[config.mk]
export PLATFORM = sky130hd
export DESIGN_NAME = sr_gain_telemetry_framer
export DESIGN_NICKNAME = d
export VERILOG_FILES = /design/src/rtl/sr_telemetry_pkg.sv /design/src/rtl/sr_frame_byte_mux.sv /design/src/rtl/sr_gain_telemetry_framer.sv
export SDC_FILE = /design/constraint.sdc
export NUM_CORES = 1
export LEC_CHECK = 0
export ABC_CLOCK_PERIOD_IN_PS = 5700
export CAP_MARGIN = 10
export CORE_MARGIN = 2
export CORE_UTILIZATION = 55
export CTS_BUF_LIST = sky130_fd_sc_hd__clkbuf_2 sky130_fd_sc_hd__clkbuf_4 sky130_fd_sc_hd__clkbuf_8
export DETAILED_ROUTE_END_ITERATION = 10
export DONT_BUFFER_PORTS = 1
export PLACE_DENSITY = 0.8
export SLEW_MARGIN = 20
export SYNTH_ARGS = -nofsm -noshare
export SYNTH_HDL_FRONTEND = slang
export SYNTH_SLANG_ARGS = --single-unit
export TNS_END_PERCENT = 10
[constraint.sdc]
create_clock -name clk -period 5.7 [get_ports clk]
set_input_delay 0.855 -clock clk [delete_from_list [all_inputs] [get_ports clk]]
set_output_delay 0.855 -clock clk [all_outputs]
set_load 0.01 [all_outputs]
[src/rtl/sr_telemetry_pkg.sv]
// sr_telemetry_pkg: shared frame layout constants and FSM state type for the gain telemetry framer.
package sr_telemetry_pkg;
  localparam logic [7:0] SYNC0 = 8'hA5;
  localparam logic [7:0] SYNC1 = 8'h5A;
  localparam int FRAME_LEN = 43;
  localparam int FIELD_BASE = 6;
  localparam int NUM_FIELDS = 12;
  localparam int FIELD_BYTES = 3;
  localparam int FIELD_W = FIELD_BYTES * 8;
  // The snapshot holds frame bytes 2..41 MSB-first; sync bytes and checksum are not stored.
  localparam int SNAP_BYTES = FRAME_LEN - 3;
  localparam int SNAP_W = SNAP_BYTES * 8;
  typedef enum logic {IDLE, SEND} state_e;
endpackage

[src/rtl/sr_frame_byte_mux.sv]
// sr_frame_byte_mux: selects the frame byte at a given index from the captured snapshot.
module sr_frame_byte_mux
  import sr_telemetry_pkg::*;
(
  input  logic [SNAP_W-1:0] snap,
  input  logic [5:0]        idx,
  input  logic [7:0]        csum,
  output logic [7:0]        data
);
  logic [8:0] sel;
  always_comb begin
    sel = 9'(6'(FRAME_LEN - 2) - idx) << 3;
    data = idx == 6'd0 ? SYNC0 :
           idx == 6'd1 ? SYNC1 :
           idx == 6'(FRAME_LEN - 1) ? csum : snap[sel +: 8];
  end
endmodule

[src/rtl/sr_gain_telemetry_framer.sv]
// sr_gain_telemetry_framer: decimated snapshot of processor gains streamed as a 43-byte checksummed frame.
module sr_gain_telemetry_framer
  import sr_telemetry_pkg::*;
#(
  parameter int WIDTH = 18,
  parameter int FRAC = 14,
  parameter int NUM_HARMONICS = 5,
  parameter int DECIM = 10
) (
  input  logic                           clk,
  input  logic                           rst,
  input  logic                           clk_en,
  input  logic [2:0]                     phase_tag,
  input  logic [NUM_HARMONICS*WIDTH-1:0] coherence_packed,
  input  logic [NUM_HARMONICS*WIDTH-1:0] gain_packed,
  input  logic [WIDTH-1:0]               beta_factor,
  input  logic [WIDTH-1:0]               dynamic_gain,
  input  logic [NUM_HARMONICS-1:0]       sie_mask,
  input  logic                           beta_quiet,
  output logic [7:0]                     m_data,
  output logic                           m_valid,
  input  logic                           m_ready,
  output logic [15:0]                    frame_seq,
  output logic [15:0]                    drop_count,
  output logic                           busy
);
  if (FRAC >= WIDTH || WIDTH > FIELD_W || DECIM < 1 || DECIM > 255 || NUM_HARMONICS != 5) begin : g_param_check
    $error("sr_gain_telemetry_framer: unsupported parameter set");
  end

  state_e state_q, state_d;
  logic prev_en_q;
  logic [7:0] dec_q, dec_d, csum_q, csum_d, byte_w;
  logic [5:0] idx_q, idx_d;
  logic [15:0] seq_q, seq_d, drop_q, drop_d, seq_inc;
  logic [SNAP_W-1:0] snap_q, snap_d, snap_in;
  logic [WIDTH-1:0] raw [NUM_FIELDS];
  logic [NUM_FIELDS*FIELD_W-1:0] fields;
  logic rise, cap, hs, start;

  always_comb begin
    seq_inc = seq_q + 16'd1;
    raw[0] = beta_factor;
    raw[NUM_FIELDS-1] = dynamic_gain;
    for (int h = 0; h < NUM_HARMONICS; h++) begin
      raw[1+h] = coherence_packed[h*WIDTH +: WIDTH];
      raw[1+NUM_HARMONICS+h] = gain_packed[h*WIDTH +: WIDTH];
    end
    for (int i = 0; i < NUM_FIELDS; i++)
      fields[(NUM_FIELDS-1-i)*FIELD_W +: FIELD_W] = FIELD_W'($signed(raw[i]));
    snap_in = {seq_inc, 5'b0, phase_tag, 1'b0, beta_quiet, 1'b0, sie_mask, fields};
  end

  // A capture while a frame is in flight (including its final handshake cycle) is only counted as a drop.
  always_comb begin
    rise = clk_en && !prev_en_q;
    cap = rise && dec_q == 8'(DECIM - 1);
    hs = state_q == SEND && m_ready;
    start = state_q == IDLE && cap;
    dec_d = cap ? 8'd0 : rise ? dec_q + 8'd1 : dec_q;
    state_d = start ? SEND : hs && idx_q == 6'(FRAME_LEN - 1) ? IDLE : state_q;
    idx_d = start ? 6'd0 : hs ? idx_q + 6'd1 : idx_q;
    csum_d = start ? 8'd0 : hs && idx_q >= 6'd2 && idx_q < 6'(FRAME_LEN - 1) ? csum_q ^ byte_w : csum_q;
    seq_d = start ? seq_inc : seq_q;
    snap_d = start ? snap_in : snap_q;
    drop_d = state_q == SEND && cap && drop_q != 16'hFFFF ? drop_q + 16'd1 : drop_q;
  end

  always_ff @(posedge clk) begin
    if (rst) begin
      state_q <= IDLE;
      prev_en_q <= 1'b0;
      dec_q <= '0;
      idx_q <= '0;
      csum_q <= '0;
      seq_q <= '0;
      drop_q <= '0;
      snap_q <= '0;
    end else begin
      state_q <= state_d;
      prev_en_q <= clk_en;
      dec_q <= dec_d;
      idx_q <= idx_d;
      csum_q <= csum_d;
      seq_q <= seq_d;
      drop_q <= drop_d;
      snap_q <= snap_d;
    end
  end

  sr_frame_byte_mux u_mux (
    .snap(snap_q),
    .idx (idx_q),
    .csum(csum_q),
    .data(byte_w)
  );

  assign busy = state_q == SEND;
  assign m_valid = busy;
  assign m_data = busy ? byte_w : 8'h00;
  assign frame_seq = seq_q;
  assign drop_count = drop_q;
endmodule

# Yosys cells after proc, flatten, opt, wreduce, memory -nomap -nowiden
# Cells that the tools add are included.
# word_totals
out_inout_bits	42
regBits	369
input_bits	229
wordCells	42
# classes
shifts	1
reduce_logical	14
order_cmp	2
n_bitwise	2
n_eq_ne	4
n_mux	6
addsub	5
# ops
operator	count
320-bit by 10-bit indexed part select with 8-bit output	1
16-bit by 1-bit adder with 16-bit output, second input constant	2
8-bit two-way mux	4
16-bit != test, second input constant	1
1-bit logical AND	9
8-bit by 1-bit adder with 8-bit output, second input constant	1
8-bit by 4-bit equality test with 1-bit output, second input constant	1
8-bit XOR	1
6-bit by 1-bit adder with 6-bit output, second input constant	1
6-bit by 1-bit equality test with 1-bit output, second input constant	1
6-bit equality test, second input constant	1
6-bit by 2-bit >= comparator with 1-bit output, second input constant	1
6-bit logical NOT	1
6-bit < comparator, second input constant	1
6-bit subtractor, first input constant	1
2-bit OR reduction	2
1-bit two-way mux	2
2-bit nonzero test	1
1-bit logical NOT	1
1-bit NOT	1

# Longest topological paths before layout
# Gate-level depths: netlist of the first run.
# depth
ltp_word	6
mapped_depth	12
ltp_nobuf	9

# Modules after synthesis
# From an unflattened synthesis of the first run, not the netlist that was laid out.
# unflattened
hier_cells	1566
hier_area_um2	13406.6
# modules_own_cells
module	seq_area_each_um2	instances	area_each_um2	cells_each
sr_gain_telemetry_framer	5625.4	1	10473.8	1293
sr_frame_byte_mux	0.0	1	2932.8	273

# Least setup slack after synthesis of the first run
# No wires, ideal clock.
# synth_path
kind	flip-flop to output port
from	register idx_q[1]
to	output port m_data[4]
path_stages_with_launch	12
required_time_ns	4.845
n_path_buf	3
arrival_time_ns	2.642
setup_slack_ns	2.203
path_cell_list	dfxtp_1 > buf_4 > inv_1 > ha_1 > inv_1 > clkbuf_1 > clkbuf_1 > nor2_1 > o22ai_1 > nand3_1 > o32a_1 > a211oi_1
# synth_via
elab_chain_len	6
word_cells_on_any_way	9
cone_classes	1 x add/sub; 2 x eq/ne; 1 x shift; 4 x mux; 1 x reduce/logical
# synth_lines
item	line_no	source
start, declared	sr_gain_telemetry_framer.sv:34	logic [5:0] idx_q, idx_d;
start signal, assigned	sr_gain_telemetry_framer.sv:83	idx_q <= idx_d;
6-bit subtractor	sr_frame_byte_mux.sv:12	sel = 9'(6'(FRAME_LEN - 2) - idx) << 3;
320-bit by 10-bit indexed part select with 8-bit output	sr_frame_byte_mux.sv:15	idx == 6'(FRAME_LEN - 1) ? csum : snap[sel +: 8];
8-bit two-way mux	sr_frame_byte_mux.sv:15	
8-bit two-way mux	sr_frame_byte_mux.sv:14	idx == 6'd1 ? SYNC1 :
8-bit two-way mux *	sr_frame_byte_mux.sv:13	data = idx == 6'd0 ? SYNC0 :
8-bit two-way mux *	sr_gain_telemetry_framer.sv:100	assign m_data = busy ? byte_w : 8'h00;
end, declared	sr_gain_telemetry_framer.sv:20	output logic [7:0] m_data,
# Mark *: on every way between the ends. The rest lies on a longest branch, timed or not.

# Worst setup path after layout of the first run
# layout_path
from	register idx_q[1]
to	output port m_data[2]
# Same word-level chain as after synthesis.

==> implementation parameters, run 1 <==
Parameter                              Value

Synth
  Number of flip-flops and latches in the synthesized netlist ... 281
  Number of nets in the synthesized netlist ... 1,826
  Post-synth EDFFs ... 0
  Leading cell types by count after synthesis ... 495 x sky130_fd_sc_hd__nand2_1, 281 x sky130_fd_sc_hd__dfxtp_1, 245 x sky130_fd_sc_hd__a21oi_1
  Prevailing post-synth register cell ... sky130_fd_sc_hd__dfxtp_1
  Count leader, synth ... sky130_fd_sc_hd__nand2_1
  Cell type contributing the most total cell area after synthesis ... sky130_fd_sc_hd__dfxtp_1
  Leading post-synthesis cells by cell area ... sky130_fd_sc_hd__dfxtp_1 42%, sky130_fd_sc_hd__nand2_1 14%, sky130_fd_sc_hd__mux4_2 11%
  Unique cell type count in the Yosys netlist ... 64
  YS warnings ... 0
  Sequential fraction of the synthesis area ... 42.2%
  Netlist area before placement ... 13,300 sq um
  Mean area per synthesized cell ... 8.39 sq um
  Top-area cell type share of the netlist area ... 42.2%
  Gate count after technology mapping ... 1,587
  Fraction of synthesis flops using an asynchronous set or reset pin ... 0%

STA
  Final setup vio count ... 0
  Fmax ... 193 MHz
  Unrepaired setup endpoints after global routing ... no
  Final Max Slew Viols ... 0
  Relative slew slack ... 19.7%
  Tmin final ... 5.18 ns
  Worst Setup Slack, final ... 0.524 ns
  Number of failing hold endpoints at the final stage ... 0
  Slew of the pin with the lowest slew margin ... 1.17 ns
  Aggregate negative setup slack ... 0 ns
  Hold_ws ... 0.386 ns
  Period Utilization, post-route ... 90.8%
  Fin Clk Skew ... 0.00932 ns

Critical path
  Bufs and invs on worst path ... 1
  Required time worst endpoint ... 4.85 ns
  Master of the slowest instance on the critical path ... sky130_fd_sc_hd__a2111oi_0
  Crit path kind ... reg -> out
  Largest delay contributor family on the critical path ... compound AO/OA/AOI/OAI gates
  Chain of cells forming the critical path ... inv_1, ha_1, xnor2_1, nand2_1, nor2_1, a221oi_1, a2111oi_0, nor3_1
  Element type at the critical path end ... output port
  Largest fanout on the critical path ... 35
  Arrival time of data at the critical path endpoint ... 4.32 ns
  Peak per-stage delay on the critical path ... 1.06 ns
  Critical Path Start Type ... register

Clock tree
  Post-CTS Setup Bufs ... 0
  Clock Path Buffers ... 3
  TritonCTS buffer count ... 46
  Number of instances resized during post-cts repair ... 0
  Clock-pin transition on the worst setup and hold timing paths ... 0.06 ns
  Hold-fix buffers, CTS ... 0
  TritonCTS clock tree ... done
  CTS Sinks ... 281
  Source-to-sink clock delay at the later pin of the worst-skew pair ... 0.55 ns
  Cell at the root of the clock tree ... sky130_fd_sc_hd__clkbuf_8
  Number of levels in the clock H-tree ... 2

Detailed routing
  Total number of vias ... 11,000
  Count of antenna-violating nets left after detailed routing ... 0
  Residual DRC count ... 0
  Total iterations of the first detailed-routing run ... 5
  Wire length per cell after detailed routing ... 19.6 microns
  Detailed Route WL ... 36,500 microns
  Detail-routed via count per cell ... 5.89
  1st-iter DRT viols ... 1,205

GRT
  Number of antenna violations at the first check in global routing ... 1
  First-pass GRT wire length ... 56,100 microns
  Largest net degree at the start of global routing ... 263
  Number of global-route vias before repair ... 10,300
  Overall Global Routing Usage ... 27.7%
  Grt total ovfl ... 0

Layout
  Fill cells ... 2,118
  Synthesis-to-finish area growth ... 5.95%
  Fraction of layout cells with a size suffix above 1 ... 11.4%
  Net total in the final layout ... 1,749
  Utilization after layout ... 59.8%

Power
  Switching power of the nets ... 0.799 mW
  Proportion of power drawn by flip-flops and latches ... 52.7%
  Reported leakage power ... 4.44 nW
  Maximum VDD drop ... 0.000219 V
  Power per unit of standard cell area ... 265 nW/um^2
  Clock group share of total power ... 46.8%
  Combinational Power Share ... 0.5%
  Switch share ... 21.4%
  Internal portion of total power ... 2.94 mW
  Total power ... 3.74 mW

Placed design
  Placed wire-length estimate after detailed placement ... 25,600 microns
  Number of I/O port buffers ... 0
  Worst slack after detailed placement ... 1.20 ns
  Gpl congestion ... 0.941

Floorplanning
  Die Y ... 160 microns
  Initial core utilization ... 56.4%
  Cell Rows ... 56
  Horizontal die dimension ... 160 microns
  I/O pin cnt ... 271
  Area enclosed by the die boundary ... 25,500 sq um
  Floorplan Core Area ... 23,600 sq um

Hold path
  Worst min-delay path class ... in -> reg

Run
  Max-Cap Viols ... 0

Outcome
  Run status ... finished clean
-- layout by cell type, fill, tap and decap left out, drive strengths merged, types with 11 or more instances in the layout --
cell,netlist,final
nand3,16,16
nor2,81,81
mux2,12,12
nand2,495,495
xor2,30,30
o21ai,24,24
nor2b,11,11
xnor2,17,17
mux2i,27,27
nand4,11,11
mux4,63,63
a21oi,245,245
dfxtp,281,281
nor3,15,15
clkbuf,93,66
-- through the flow --
stage / std cells / instance area [sq um]
finish: 1860 / 14100
CTS: 1858 / 14100
floorplan: 1587 / 13300
global placement: 1781 / 13200
global route: 1859 / 14100
detailed placement: 1781 / 13200
-- kinds of logic (layout without fill, tap and decap cells) --
| logic type | Yosys count | in the layout | share of synthesized area [%] |
|---|---|---|---|
| adders and majority gates | 10 | 10 | 0.939 |
| DFF | 281 | 281 | 42.2 |
| and+or+nand+nor | 679 | 679 | 21.2 |
| buffers and inverters | 142 | 94 | 4.92 |
| muxes | 102 | 102 | 13.7 |
| AOI/OAI and AO/OA | 326 | 326 | 13.9 |
| xor gates and xnor gates | 47 | 47 | 3.15 |
| other | 0 | 2 | 0 |
-- sequential cells by signal (all words and copies together), names as in the netlist --
register,cells
csum_q,8
dec_q,8
busy,1
snap_q,225
frame_seq,16
idx_q,6
prev_en_q,1
drop_count,16
-- area by class of cell --
type | instances | area, sq um | area share [%]
inverters | 8 | 30.0 | 0.213
clock buffers | 66 | 815 | 5.77
clock inverters | 11 | 86.3 | 0.612
diodes | 2 | 5.00 | 0.0355
multi-input cells | 1164 | 7050 | 50.0
well taps | 319 | 399 | 2.83
flip-flops and latches | 281 | 5630 | 39.9
repair buffers | 9 | 92.6 | 0.656
-- worst paths after layout --
path | from | end | slack [ns] | cells after the start
setup / recovery | idx_q[1] | m_data[2] | 0.52 | 8
hold / removal | rst | drop_count[2] | 0.39 | 1
setup reg to reg | idx_q[1] | csum_q[2] | 1.75 | 9
hold reg to reg | snap_q[53] | snap_q[53] | 0.45 | 2
-- layer usage --
metal	routed length [microns]	vias to the layer above	share of wire [%]	track usage, %
met5	0	-	0	0
met4	947	0	2.6	8.93
met3	3430	65	9.4	6.99
met2	16800	494	46	43.4
met1	15300	5126	42	37.6
li1	-	5276	-	-
-- power by group through the flow --
stage,Sequential (mW),Clock [mW],Combinational (mW)
3_5_place_dp,2.01,0,0.0168
5_1_grt,1.97,1.88,0.0181
4_1_cts,1.97,1.77,0.0169
2_1_floorplan,2.01,0,0.0386
3_3_place_gp,2.01,0,0.0164
6_report,1.97,1.75,0.0169
No activity file was read; power rests on OpenSTA's default activity.
==> run 2, diff against run 1 <==
Settings changed: CTS_BUF_LIST sky130_fd_sc_hd__clkbuf_2 sky130_fd_sc_hd__clkbuf_4 sky130_fd_sc_hd__clkbuf_8 to not set.
==> run 2 against run 1 <==
- via count grew 0.38%
- sequential power is essentially flat
- register-to-register slack gained 0.04 ns
- critical endpoint unchanged
- wire length grew 0.71%
- maximum frequency grew 0.64%
- clock skew grew 0.015 ns
- first-iteration DRC count shrank 8.3%
- highest routed layer unchanged
==> implementation parameters, run 2 (synthesis gave the netlist of run 1 again) <==
Parameter                              Value

STA
  Fin Clk Skew ... 0.0239 ns
  Number of failing hold endpoints at the final stage ... 0
  Slew of the pin with the lowest slew margin ... 1.13 ns
  Period Utilization, post-route ... 90.2%
  Aggregate negative setup slack ... 0 ns
  Final Max Slew Viols ... 0
  Final setup vio count ... 0
  Relative slew slack ... 23.0%
  Fmax ... 194 MHz
  Tmin final ... 5.14 ns
  Unrepaired setup endpoints after global routing ... no

Clock tree
  Source-to-sink clock delay at the later pin of the worst-skew pair ... 0.57 ns
  Number of instances resized during post-cts repair ... 0
  Cell at the root of the clock tree ... sky130_fd_sc_hd__clkbuf_16
  Post-CTS Setup Bufs ... 0
  Clock-pin transition on the worst setup and hold timing paths ... 0.07 ns
  Number of levels in the clock H-tree ... 1
  TritonCTS buffer count ... 29
  CTS Sinks ... 281
  TritonCTS clock tree ... done
  Hold-fix buffers, CTS ... 0
  Clock Path Buffers ... 3

Detailed routing
  Detail-routed via count per cell ... 5.99
  Met2 Wirelength ... 16,700 microns
  Detailed Route WL ... 36,700 microns
  Highest metal layer with signal wires ... met4
  Detailed-route wire length on metal 1 ... 15,100 microns
  Met3 layer wire length in the routed design ... 3410 microns
  Total iterations of the first detailed-routing run ... 5
  Count of antenna-violating nets left after detailed routing ... 0
  Wire length per cell after detailed routing ... 20.0 microns
  Residual DRC count ... 0
  1st-iter DRT viols ... 1,105
  Total number of vias ... 11,000

Power
  Power per unit of standard cell area ... 290 nW/um^2
  Maximum VDD drop ... 0.000283 V
  Reported leakage power ... 4.50 nW

Critical path
  Peak per-stage delay on the critical path ... 1.02 ns
  Arrival time of data at the critical path endpoint ... 4.29 ns
  Required time worst endpoint ... 4.85 ns
  Largest fanout on the critical path ... 35
  Crit path kind ... reg -> out
  Largest delay contributor family on the critical path ... compound AO/OA/AOI/OAI gates
  Element type at the critical path end ... output port
  Master of the slowest instance on the critical path ... sky130_fd_sc_hd__a2111oi_0
  Critical Path Start Type ... register
  Chain of cells forming the critical path ... inv_1, ha_1, xnor2_1, nand2_1, nor2_1, a221oi_1, a2111oi_0, nor3_1
  Bufs and invs on worst path ... 1

Floorplanning
  Horizontal die dimension ... 160 microns
  Cell Rows ... 56
  Floorplan Core Area ... 23,600 sq um
  Initial core utilization ... 56.4%
  Die Y ... 160 microns
  I/O pin cnt ... 271
  Area enclosed by the die boundary ... 25,500 sq um

Layout
  Leading cell types in the layout, fill and taps excluded ... 495 x sky130_fd_sc_hd__nand2_1, 279 x sky130_fd_sc_hd__dfxtp_1, 245 x sky130_fd_sc_hd__a21oi_1
  Utilization after layout ... 60.6%
  Most common cell after layout, fill and taps aside ... sky130_fd_sc_hd__nand2_1
  Fraction of layout cells with a size suffix above 1 ... 10.0%
  Synthesis-to-finish area growth ... 7.50%
  Largest reg by FF count ... snap_q
  Net total in the final layout ... 1,732
  Number of flip-flops under the largest register name ... 225
  Finished Layout Cells ... 1,836

Placed design
  Number of I/O port buffers ... 0
  Placed wire-length estimate after detailed placement ... 25,600 microns
  Cell total after placement ... 1,781
  Gpl congestion ... 0.941

Run
  Max-Cap Viols ... 0

GRT
  Number of global-route vias before repair ... 10,300
  Grt total ovfl ... 0
  Overall Global Routing Usage ... 27.7%
  Largest net degree at the start of global routing ... 263
  First-pass GRT wire length ... 56,200 microns
  Number of antenna violations at the first check in global routing ... 1

Hold path
  Worst min-delay path class ... in -> reg

Outcome
  Run status ... finished clean
==> run 2: worst paths after layout <==
check,start,to,slack (ns),cells after the start
hold reg to reg,snap_q[63],snap_q[63],0.45,2
setup / recovery,idx_q[1],m_data[2],0.56,8
setup reg to reg,idx_q[1],csum_q[2],1.79,9
hold / removal,rst,drop_count[5],0.39,1
==> run 2: area by class of cell <==
class | instances | area, sq um
clock inverters | 19 | 312
clock buffers | 35 | 798
diodes | 1 | 2.50
repair buffers | 9 | 92.6
flip-flops and latches | 281 | 5630
well taps | 319 | 399
fillers | 2071 | 9300
inverters | 8 | 30.0
multi-input cells | 1164 | 7050
==> run 2: routing by layer <==
metal	GRT usage (%)	vias up
met5	0	-
met1	37.6	5178
met4	10.9	0
met3	6.26	91
met2	43.0	489
li1	-	5245
==> run 2: stage by stage <==
step	worst slack, ns	cell area [sq um]	hold WS [ns]	power (mW)
after floorplan	2.20	13300	0.432	2.05
after global placement	1.29	13200	0.433	2.03
after detailed placement	1.20	13200	0.442	2.03
after CTS	0.591	14300	0.371	4.18
after global routing	0.276	14300	0.365	4.27
final	0.557	14300	0.387	4.15
==> run 2: power breakdown <==
part           internal, mW  total (mW)  switching [mW]  leakage [nW]
sequential             1.97        1.97         0.00377          2.26
combinational       0.00868      0.0169         0.00820          1.69
clock                  1.36        2.17           0.806         0.545
total                  3.33        4.15           0.818          4.50
==> run 3, diff against run 2 <==
==> constraint.sdc (replaced) <==
create_clock -name clk -period 5.7 [get_ports clk]
set_input_delay 0.285 -clock clk [delete_from_list [all_inputs] [get_ports clk]]
set_output_delay 0.285 -clock clk [all_outputs]
set_load 0.01 [all_outputs]
==> run 3 against run 2 <==
- maximum frequency is 14% higher
- global-route usage grew 5.7 points
- register-to-register slack better by 0.10 ns
- worst hold slack lost 0.26 ns
- sequential power hardly changed
- first-iteration DRC count rose by 18%
- wire length is 19% higher
- cell count increased by 12%
- largest power group unchanged
==> implementation parameters, run 3 (synthesis gave the netlist of run 1 again) <==
Parameter                              Value

Outcome
  Run status ... finished clean

Critical path
  Required time worst endpoint ... 5.41 ns
  Arrival time of data at the critical path endpoint ... 4.21 ns
  Master of the slowest instance on the critical path ... sky130_fd_sc_hd__a2111oi_0
  Peak per-stage delay on the critical path ... 0.91 ns
  Chain of cells forming the critical path ... inv_1, ha_1, inv_1, a311oi_2, a221oi_1, a2111oi_0, nor3_1
  Largest fanout on the critical path ... 24
  Critical Path Start Type ... register
  Worst path most repeated cell ... sky130_fd_sc_hd__inv_1
  Element type at the critical path end ... output port
  Crit path kind ... reg -> out

Clock tree
  Clock-pin transition on the worst setup and hold timing paths ... 0.06 ns
  Number of levels in the clock H-tree ... 1
  Clock Path Buffers ... 3
  TritonCTS buffer count ... 29
  Source-to-sink clock delay at the later pin of the worst-skew pair ... 0.56 ns
  Cell at the root of the clock tree ... sky130_fd_sc_hd__clkbuf_16
  TritonCTS clock tree ... done
  CTS Sinks ... 281

Floorplanning
  Cell Rows ... 56
  Horizontal die dimension ... 160 microns
  Area enclosed by the die boundary ... 25,500 sq um
  Die Y ... 160 microns
  Floorplan Core Area ... 23,600 sq um
  Initial core utilization ... 56.4%
  I/O pin cnt ... 271

Detailed routing
  Total number of vias ... 12,400
  Detailed Route WL ... 43,600 microns
  1st-iter DRT viols ... 1,305
  Wire length per cell after detailed routing ... 21.2 microns
  Total iterations of the first detailed-routing run ... 6
  Detail-routed via count per cell ... 6.03
  Count of antenna-violating nets left after detailed routing ... 0
  Residual DRC count ... 0

STA
  Fin Clk Skew ... 0.00943 ns
  Fmax ... 222 MHz
  Worst Setup Slack, final ... 1.20 ns
  Relative slew slack ... 9.25%
  Final setup vio count ... 0
  Final Max Slew Viols ... 0
  Slew of the pin with the lowest slew margin ... 1.36 ns
  Period Utilization, post-route ... 78.9%
  Number of failing hold endpoints at the final stage ... 0
  Aggregate negative setup slack ... 0 ns
  Unrepaired setup endpoints after global routing ... no
  Hold_ws ... 0.124 ns
  Tmin final ... 4.50 ns

Power
  Power per unit of standard cell area ... 251 nW/um^2
  Reported leakage power ... 5.40 nW
  Maximum VDD drop ... 0.000239 V

GRT
  Global routing usage on met3 ... 6.88%
  Met2 track utilization from global routing ... 58.0%
  Global-route met1 utilization ... 40.9%
  Number of global-route vias before repair ... 12,400
  First-pass GRT wire length ... 68,000 microns
  Grt total ovfl ... 0
  Largest net degree at the start of global routing ... 261
  Number of antenna violations at the first check in global routing ... 2
  Overall Global Routing Usage ... 33.4%
  Most used routing layer ... met2

Layout
  Most common cell after layout, fill and taps aside ... sky130_fd_sc_hd__nand2_1
  Number of flip-flops under the largest register name ... 225
  Fill cells ... 1,710
  Finished Layout Cells ... 2,061
  Synthesis-to-finish area growth ... 23.8%
  Sequential Area ... 5630 sq um
  Leading cell types in the layout, fill and taps excluded ... 495 x sky130_fd_sc_hd__nand2_1, 279 x sky130_fd_sc_hd__dfxtp_1, 245 x sky130_fd_sc_hd__a21oi_1
  Area used by multi-input combinational logic ... 7050 sq um
  Fraction of layout cells with a size suffix above 1 ... 8.62%
  Final std cell area, no fill ... 16,500 sq um
  Largest reg by FF count ... snap_q
  Net total in the final layout ... 1,958

Placed design
  Cell total after placement ... 1,779
  Placed wire-length estimate after detailed placement ... 25,700 microns
  Gpl congestion ... 0.930
  Number of I/O port buffers ... 0
  Instance area at placement ... 13,200 sq um
  Worst slack after detailed placement ... 1.89 ns

Run
  Max-Cap Viols ... 0

Hold path
  Worst min-delay path class ... in -> reg
run 3: cell types whose count changed in the layout (fill, tap and decap cells not counted):
| cell | before | now |
|---|---|---|
| sky130_fd_sc_hd__buf_12 | 2 | 1 |
| sky130_fd_sc_hd__buf_16 | 0 | 1 |
| sky130_fd_sc_hd__buf_4 | 7 | 6 |
| sky130_fd_sc_hd__bufinv_16 | 8 | 2 |
| sky130_fd_sc_hd__clkbuf_16 | 29 | 30 |
| sky130_fd_sc_hd__clkbuf_8 | 5 | 9 |
| sky130_fd_sc_hd__clkinv_4 | 1 | 2 |
| sky130_fd_sc_hd__dlygate4sd3_1 | 0 | 227 |
| sky130_fd_sc_hd__inv_6 | 2 | 1 |
run 3: layout make-up:
type,count,area share (%)
timing repair buffer,235,14.3
clock buffer,40,5.33
antenna,1,0.0152
inverter,8,0.182
sequential,281,34.2
tap,319,2.42
clock inverter,13,0.797
multi-input combinational,1164,42.8
run 3: worst max-delay path, delay by kind of cell (launching register included):
kind | cells | cell delay [ns]
and+or+nand+nor | 1 | 0.28
buffers and inverters | 2 | 0.32
AOI/OAI and AO/OA | 3 | 1.63
DFF | 1 | 0.57
adders and majority gates | 1 | 0.85
run 3: timing repair:
| item | 4_1_cts | 5_1_grt |
|---|---|---|
| setup buffers | 0 | 0 |
| hold buffers | 228 | 0 |
| resized for setup | 0 | 0 |
| hold endpoints to repair | 261 | 0 |
run 3: power by group:
part | switching (mW) | leakage, nW | total [mW] | internal (mW)
clock network | 0.821 | 0.500 | 1.99 | 1.17
logic | 0.0689 | 2.63 | 0.184 | 0.115
registers | 0.00394 | 2.26 | 1.97 | 1.97
total | 0.894 | 5.40 | 4.14 | 3.25
run 3: path summary, 6_finish.rpt:
| kind | start | end | slack, ns | cells after the start |
|---|---|---|---|---|
| min reg2reg | snap_q[10] | snap_q[10] | 0.45 | 2 |
| max reg2reg | idx_q[1] | csum_q[2] | 1.89 | 8 |
| max | idx_q[1] | m_data[2] | 1.20 | 7 |
| min | rst | dec_q[5] | 0.12 | 2 |
run 3: through the flow:
stage	power [mW]	util, %
detailed placement	2.03	55.8
finish	4.14	69.8
global route	4.24	69.8
floorplan	2.05	-
CTS	4.13	69.8
global placement	2.03	55.8
run 3: routing by layer:
layer / up-vias / wire length, microns / part of all wire, %
met1: 5885 / 16600 / 38
met2: 705 / 21500 / 49
li1: 5686 / - / -
met4: 0 / 1930 / 4.4
met5: - / 0 / 0
met3: 144 / 3680 / 8.4
